===== config.mk =====
export PLATFORM = sky130hd
export DESIGN_NAME = unidade_controle_multiciclo_flat
export DESIGN_NICKNAME = d
export VERILOG_FILES = /design/src/rtl/unidade_controle_multiciclo_pkg.sv /design/src/rtl/unidade_controle_multiciclo_if.sv /design/src/rtl/unidade_controle_multiciclo_ula_decoder.sv /design/src/rtl/unidade_controle_multiciclo.sv /design/src/flat_wrapper.sv
export SDC_FILE = /design/constraint.sdc
export NUM_CORES = 1
export LEC_CHECK = 0
export BUFFER_PORTS_ARGS = -buffer_cell sky130_fd_sc_hd__buf_4
export CAP_MARGIN = 20
export CORE_MARGIN = 5
export CORE_UTILIZATION = 50
export CTS_BUF_LIST = sky130_fd_sc_hd__clkbuf_2
export CTS_CLUSTER_SIZE = 24
export DETAILED_ROUTE_END_ITERATION = 12
export PLACE_DENSITY = 0.8
export SLEW_MARGIN = 20
export SYNTH_ARGS = -nofsm -noshare
export SYNTH_HDL_FRONTEND = slang
export SYNTH_SLANG_ARGS = --single-unit

===== constraint.sdc =====
create_clock -name clk -period 3.2 [get_ports clk]
set_clock_uncertainty 0.05 [all_clocks]
set_input_delay 0.8 -clock clk [delete_from_list [all_inputs] [get_ports clk]]
set_output_delay 0.8 -clock clk [all_outputs]
set_load 0.02 [all_outputs]

===== src/rtl/unidade_controle_multiciclo_pkg.sv =====
// controle_pkg: shared states, opcodes, funct codes, ALU codes and per-state control words
package controle_pkg;

    typedef enum logic [3:0] {
        FETCH, DECODE, MEMADR, MEMREAD, MEMWB, MEMWRITE,
        EXECUTE, ALUWB, BRANCH, ADDIEXEC, ADDIWB, JUMP
    } state_t;

    localparam logic [5:0] OP_LW    = 6'b100011;
    localparam logic [5:0] OP_SW    = 6'b101011;
    localparam logic [5:0] OP_RTYPE = 6'b000000;
    localparam logic [5:0] OP_BEQ   = 6'b000100;
    localparam logic [5:0] OP_ADDI  = 6'b001000;
    localparam logic [5:0] OP_J     = 6'b000010;

    localparam logic [5:0] FN_ADD = 6'b100000;
    localparam logic [5:0] FN_SUB = 6'b100010;
    localparam logic [5:0] FN_AND = 6'b100100;
    localparam logic [5:0] FN_OR  = 6'b100101;
    localparam logic [5:0] FN_NOR = 6'b100111;
    localparam logic [5:0] FN_SLT = 6'b101010;

    localparam logic [2:0] ULA_AND = 3'b000;
    localparam logic [2:0] ULA_OR  = 3'b001;
    localparam logic [2:0] ULA_ADD = 3'b010;
    localparam logic [2:0] ULA_NOR = 3'b011;
    localparam logic [2:0] ULA_SUB = 3'b110;
    localparam logic [2:0] ULA_SLT = 3'b111;

    localparam logic [1:0] ALUOP_ADD = 2'b00;
    localparam logic [1:0] ALUOP_SUB = 2'b01;
    localparam logic [1:0] ALUOP_FN  = 2'b10;

    typedef struct packed {
        logic       srca;
        logic [1:0] srcb;
        logic       iord;
        logic       memwrite;
        logic       irwrite;
        logic       regdst;
        logic       memtoreg;
        logic       regwrite;
        logic [1:0] pcsrc;
        logic       pcen;
        logic [1:0] aluop;
    } ctl_t;

    // Moore control word for each state; everything not named stays 0
    function automatic ctl_t ctl_of(state_t s);
        ctl_t c;
        c = '0;
        case (s)
            FETCH:    begin c.irwrite = 1'b1; c.pcen = 1'b1; c.srcb = 2'b01; end
            DECODE:   c.srcb = 2'b11;
            MEMADR:   begin c.srca = 1'b1; c.srcb = 2'b10; end
            MEMREAD:  c.iord = 1'b1;
            MEMWB:    begin c.memtoreg = 1'b1; c.regwrite = 1'b1; end
            MEMWRITE: begin c.iord = 1'b1; c.memwrite = 1'b1; end
            EXECUTE:  begin c.srca = 1'b1; c.aluop = ALUOP_FN; end
            ALUWB:    begin c.regdst = 1'b1; c.regwrite = 1'b1; end
            BRANCH:   begin c.srca = 1'b1; c.aluop = ALUOP_SUB; c.pcsrc = 2'b01; end
            ADDIEXEC: begin c.srca = 1'b1; c.srcb = 2'b10; end
            ADDIWB:   c.regwrite = 1'b1;
            JUMP:     begin c.pcsrc = 2'b10; c.pcen = 1'b1; end
            default:  c = '0;
        endcase
        return c;
    endfunction

endpackage


===== src/rtl/unidade_controle_multiciclo_if.sv =====
// unidade_controle_multiciclo_if: control unit <-> datapath signal bundle
interface unidade_controle_multiciclo_if;
    logic [5:0] Opcode;
    logic [5:0] Funct;
    logic       Z;
    logic [2:0] ULAControl;
    logic       ULASrcA;
    logic [1:0] ULASrcB;
    logic       IorD;
    logic       MemWrite;
    logic       IRWrite;
    logic       RegDst;
    logic       MemtoReg;
    logic       RegWrite;
    logic [1:0] PCSrc;
    logic       PCEn;
    logic       Illegal;

    modport master (
        input  Opcode, Funct, Z,
        output ULAControl, ULASrcA, ULASrcB, IorD, MemWrite, IRWrite,
               RegDst, MemtoReg, RegWrite, PCSrc, PCEn, Illegal
    );

    modport slave (
        output Opcode, Funct, Z,
        input  ULAControl, ULASrcA, ULASrcB, IorD, MemWrite, IRWrite,
               RegDst, MemtoReg, RegWrite, PCSrc, PCEn, Illegal
    );
endinterface


===== src/rtl/unidade_controle_multiciclo_ula_decoder.sv =====
// ula_decoder: maps ALUOp and Funct to the ALU code, flagging unknown functs
module ula_decoder
    import controle_pkg::*;
(
    input  logic [1:0] i_aluop,
    input  logic [5:0] i_funct,
    output logic [2:0] o_ula,
    output logic       o_bad
);
    logic [2:0] w_fn;
    logic       w_known;

    // funct table; unknown functs fall back to ADD so the instruction still completes
    always_comb begin
        w_known = 1'b1;
        case (i_funct)
            FN_ADD:  w_fn = ULA_ADD;
            FN_SUB:  w_fn = ULA_SUB;
            FN_AND:  w_fn = ULA_AND;
            FN_OR:   w_fn = ULA_OR;
            FN_NOR:  w_fn = ULA_NOR;
            FN_SLT:  w_fn = ULA_SLT;
            default: begin w_fn = ULA_ADD; w_known = 1'b0; end
        endcase
        o_ula = i_aluop == ALUOP_SUB ? ULA_SUB : i_aluop == ALUOP_FN ? w_fn : ULA_ADD;
        o_bad = i_aluop == ALUOP_FN && !w_known;
    end
endmodule


===== src/rtl/unidade_controle_multiciclo.sv =====
// unidade_controle_multiciclo: multicycle Moore control FSM for the 8-bit MIPS-subset datapath
module unidade_controle_multiciclo
    import controle_pkg::*;
(
    input logic                          clk,
    input logic                          rst,
    unidade_controle_multiciclo_if.master bus
);
    state_t r_state;
    state_t w_next;
    ctl_t   r_ctl;
    logic   w_bad_op;
    logic   w_bad_fn;

    // next-state selection; Opcode is only looked at in DECODE and MEMADR
    always_comb begin
        w_next   = FETCH;
        w_bad_op = 1'b0;
        case (r_state)
            FETCH:    w_next = DECODE;
            DECODE:
                case (bus.Opcode)
                    OP_LW, OP_SW: w_next = MEMADR;
                    OP_RTYPE:     w_next = EXECUTE;
                    OP_BEQ:       w_next = BRANCH;
                    OP_ADDI:      w_next = ADDIEXEC;
                    OP_J:         w_next = JUMP;
                    default:      w_bad_op = 1'b1;
                endcase
            MEMADR:   w_next = bus.Opcode == OP_SW ? MEMWRITE : MEMREAD;
            MEMREAD:  w_next = MEMWB;
            EXECUTE:  w_next = ALUWB;
            ADDIEXEC: w_next = ADDIWB;
            default:  w_next = FETCH;
        endcase
    end

    // state register with control word registered alongside it, so outputs are glitch-free
    always_ff @(posedge clk) begin
        if (rst) begin
            r_state <= FETCH;
            r_ctl   <= ctl_of(FETCH);
        end else begin
            r_state <= w_next;
            r_ctl   <= ctl_of(w_next);
        end
    end

    ula_decoder u_dec (
        .i_aluop (r_ctl.aluop),
        .i_funct (bus.Funct),
        .o_ula   (bus.ULAControl),
        .o_bad   (w_bad_fn)
    );

    assign bus.ULASrcA  = r_ctl.srca;
    assign bus.ULASrcB  = r_ctl.srcb;
    assign bus.IorD     = r_ctl.iord;
    assign bus.MemWrite = r_ctl.memwrite;
    assign bus.IRWrite  = r_ctl.irwrite;
    assign bus.RegDst   = r_ctl.regdst;
    assign bus.MemtoReg = r_ctl.memtoreg;
    assign bus.RegWrite = r_ctl.regwrite;
    assign bus.PCSrc    = r_ctl.pcsrc;
    assign bus.PCEn     = r_ctl.pcen | (r_state == BRANCH && bus.Z);
    assign bus.Illegal  = w_bad_op | w_bad_fn;
endmodule


===== src/flat_wrapper.sv =====
// flat-port wrapper written by rule: the top's interface ports become plain ports
module unidade_controle_multiciclo_flat import controle_pkg::*;
  (clk, rst, bus_Opcode, bus_Funct, bus_Z, bus_ULAControl, bus_ULASrcA, bus_ULASrcB, bus_IorD, bus_MemWrite, bus_IRWrite, bus_RegDst, bus_MemtoReg, bus_RegWrite, bus_PCSrc, bus_PCEn, bus_Illegal);
  unidade_controle_multiciclo_if bus_i ();
  input logic clk;
  input logic rst;
  input wire logic [$bits(bus_i.Opcode)-1:0] bus_Opcode;
  input wire logic [$bits(bus_i.Funct)-1:0] bus_Funct;
  input wire logic [$bits(bus_i.Z)-1:0] bus_Z;
  output wire logic [$bits(bus_i.ULAControl)-1:0] bus_ULAControl;
  output wire logic [$bits(bus_i.ULASrcA)-1:0] bus_ULASrcA;
  output wire logic [$bits(bus_i.ULASrcB)-1:0] bus_ULASrcB;
  output wire logic [$bits(bus_i.IorD)-1:0] bus_IorD;
  output wire logic [$bits(bus_i.MemWrite)-1:0] bus_MemWrite;
  output wire logic [$bits(bus_i.IRWrite)-1:0] bus_IRWrite;
  output wire logic [$bits(bus_i.RegDst)-1:0] bus_RegDst;
  output wire logic [$bits(bus_i.MemtoReg)-1:0] bus_MemtoReg;
  output wire logic [$bits(bus_i.RegWrite)-1:0] bus_RegWrite;
  output wire logic [$bits(bus_i.PCSrc)-1:0] bus_PCSrc;
  output wire logic [$bits(bus_i.PCEn)-1:0] bus_PCEn;
  output wire logic [$bits(bus_i.Illegal)-1:0] bus_Illegal;
  assign bus_i.Opcode = bus_Opcode;
  assign bus_i.Funct = bus_Funct;
  assign bus_i.Z = bus_Z;
  assign bus_ULAControl = bus_i.ULAControl;
  assign bus_ULASrcA = bus_i.ULASrcA;
  assign bus_ULASrcB = bus_i.ULASrcB;
  assign bus_IorD = bus_i.IorD;
  assign bus_MemWrite = bus_i.MemWrite;
  assign bus_IRWrite = bus_i.IRWrite;
  assign bus_RegDst = bus_i.RegDst;
  assign bus_MemtoReg = bus_i.MemtoReg;
  assign bus_RegWrite = bus_i.RegWrite;
  assign bus_PCSrc = bus_i.PCSrc;
  assign bus_PCEn = bus_i.PCEn;
  assign bus_Illegal = bus_i.Illegal;
  unidade_controle_multiciclo u_core (.clk(clk), .rst(rst), .bus(bus_i));
endmodule

==> flow_summary_export.csv <==
group,metric,value,unit
layout,drive_gt1_share,32.6,%
layout,fill_cells,164,
drt,drc,0,
drt,detail_route.vias_per_cell,5.57,
setup_path,crit_arrival,2060,ps
clocking,cts_tree,"yes",
timing,hold_viol,0,
hold_path,min_path_type,"flip-flop to flip-flop",
power,power_leakage,0.000450,uW
synth,synth-seq-cells,17,
setup_path,critPathLaunchType,"input pin",
layout,seq_area,340,um^2
synth,synthTopCellsByArea,"dfxtp_1, nor2_1, buf_4",
grt,grt_overflow,0,
drt,ant_nets,0,
setup_path,cp_max_fo,3,
floorplan,rows,15,
drt,drtIter0Drc,17,
clocking,ctsLongestPathBuffers,2,
synth,mappedNetlistArea,905,um^2
outcome,status,"completed",
synth,ys.warnings.count,0,
drt,avgRoutedWirePerCell,13.4,um
layout,fin_area,0.00114,mm^2
power,p_per_area,344,mW/mm^2
place,dpl_cell_area,0.00112,mm^2
floorplan,coreArea,0.00173,mm^2
place,port_buffers,30,
timing,slew_headroom,71.4,%
floorplan,num_io_pins,31,
layout,largest_reg_flops,4,
place,routabilityCongestion,0.842,
synth,netlist.area_leader.share,37.6,%
timing,post-route-period-util,91.0,%
grt,grt_max_degree,17,
layout,layout_common_cells,"buf_4, dfxtp_1, nor2_1",
layout,multiInputGateArea,494,um^2
grt,antenna_found_initial,0,
layout,regMostFlops,"u_core.r_state",
clocking,cts-root-buf,"clkbuf_2",
place,hpwl,1670,um
power,peakVddDrop,0.249,mV
timing,worst_pin_slew,428,ps
layout,final_nets,148,
clocking,post_cts_buffers,0,
timing,max_freq,344,MHz
clocking,postCtsResizedCells,0,
place,place_ws,270,ps
floorplan,initial_core_util,52.4,%
drt,first_pass_iters,4,
setup_path,path_class,"input pin to output port",
synth,synthDistinctLibCells,37,
timing,drv_slew,0,
timing,rsz0062_at_grt,"false",
drt,postRouteWirelength,2100,um
grt,grt_pass1_vias,803,
layout,instances_no_fill,157,
layout,n_antenna_cell,0,
floorplan,die_w,52.5,um
synth,synthCells,105,
run,cap_violations,0,
timing,setup_violations,0,
place,place_inst,153,
synth,synth_edf_count,0,
clocking,clock_latency,300,ps
timing,fin_ws,289,ps
floorplan,die_y,52.5,um
synth,ys_seq_area_share,37.6,%
synth,syn-num-nets,120,
timing,layout_min_cycle_time,2910,ps
synth,synthArstFlopShare,0,%
setup_path,required,2350,ps
drt,vias,875,
timing,tns,0,ps
clocking,hold_buffers,0,
clocking,cts.htree.levels,1,
grt,grt_pass1_wl,3410,um
layout,final_common_cell,"buf_4",
synth,synth_flop_cell,"dfxtp_1",
clocking,clkTransAtPathRegs,150,ps
grt,grt_usage,16.5,%
layout,area_growth,25.7,%
floorplan,dieArea,0.00276,mm^2
layout,final_core_util,65.9,%
synth,avgSynthCellArea,8.62,um^2
clocking,numCtsBuffers,3,
synth,synth_top_area_cell,"dfxtp_1",
clocking,cts_sinks,17,
setup_path,cp-end-kind,"output port",
[Yosys cell counts, drive strengths merged, types with 2 or more instances]
| master | n |
|---|---|
| inv | 5 |
| nor2 | 13 |
| nand2 | 7 |
| dfxtp | 17 |
| buf | 7 |
| nor3 | 4 |
| nand3b | 2 |
| and3 | 2 |
| nand3 | 7 |
| a21oi | 6 |
| o21ai | 5 |
| nand2b | 2 |
| nand4 | 2 |
| o21a | 2 |
| nor3b | 4 |
| nor4 | 5 |
[logic make-up after synthesis]
kind of cell    count (synthesis)  synth area share (%)
xor+xnor                        2                  1.94
compound gates                 22                  19.4
simple gates                   51                  33.3
buf+inv                        13                  7.75
flops                          17                  37.6
[report_power, final]
group          total (uW)  internal [uW]  switching [uW]
clock network        93.3           28.3            65.1
registers             221            218            3.35
logic                76.7           34.4            42.3
total                 391            280             111
[final cells by class]
| type | instances | area share [%] |
|---|---|---|
| well taps | 25 | 2.75 |
| clock inverters | 1 | 0.440 |
| flip-flops and latches | 17 | 29.9 |
| multi-input cells | 75 | 43.5 |
| repair buffers | 31 | 20.5 |
| clock buffers | 3 | 1.32 |
| inverters | 5 | 1.65 |
[critical path, cell delays in order]
cell and delay (ps):
buf_4 110, nor2b_1 160, nand3_1 140, or4b_2 660
buf_4 180
[layer usage]
| layer | GRT usage [%] | up-vias | part of all wire (%) |
|---|---|---|---|
| met3 | 5.41 | 2 | 8.0 |
| met2 | 28.7 | 33 | 50 |
| met1 | 20.0 | 407 | 41 |
| met5 | 0 | - | 0 |
| met4 | 2.55 | 0 | 0.62 |
| li1 | - | 433 | - |
[per-stage QoR]
stage	power, uW	hold slack [ps]
floorplan	269	467
CTS	394	530
detailed placement	302	519
global placement	300	531
finish	391	532
global route	414	598
[worst paths after layout]
path / slack, ps / depth (start not counted) / endpoint / startpoint
setup / recovery: 290 / 5 / bus_ULAControl[1] / bus_Funct[4]
hold / removal: 530 / 2 / u_core.r_ctl[1] / u_core.r_state[0]
setup reg to reg: 1400 / 6 / u_core.bus.ULASrcB[1] / u_core.r_state[3]
hold reg to reg: 530 / 2 / u_core.r_ctl[1] / u_core.r_state[0]
No activity file was read; power rests on OpenSTA's default activity.
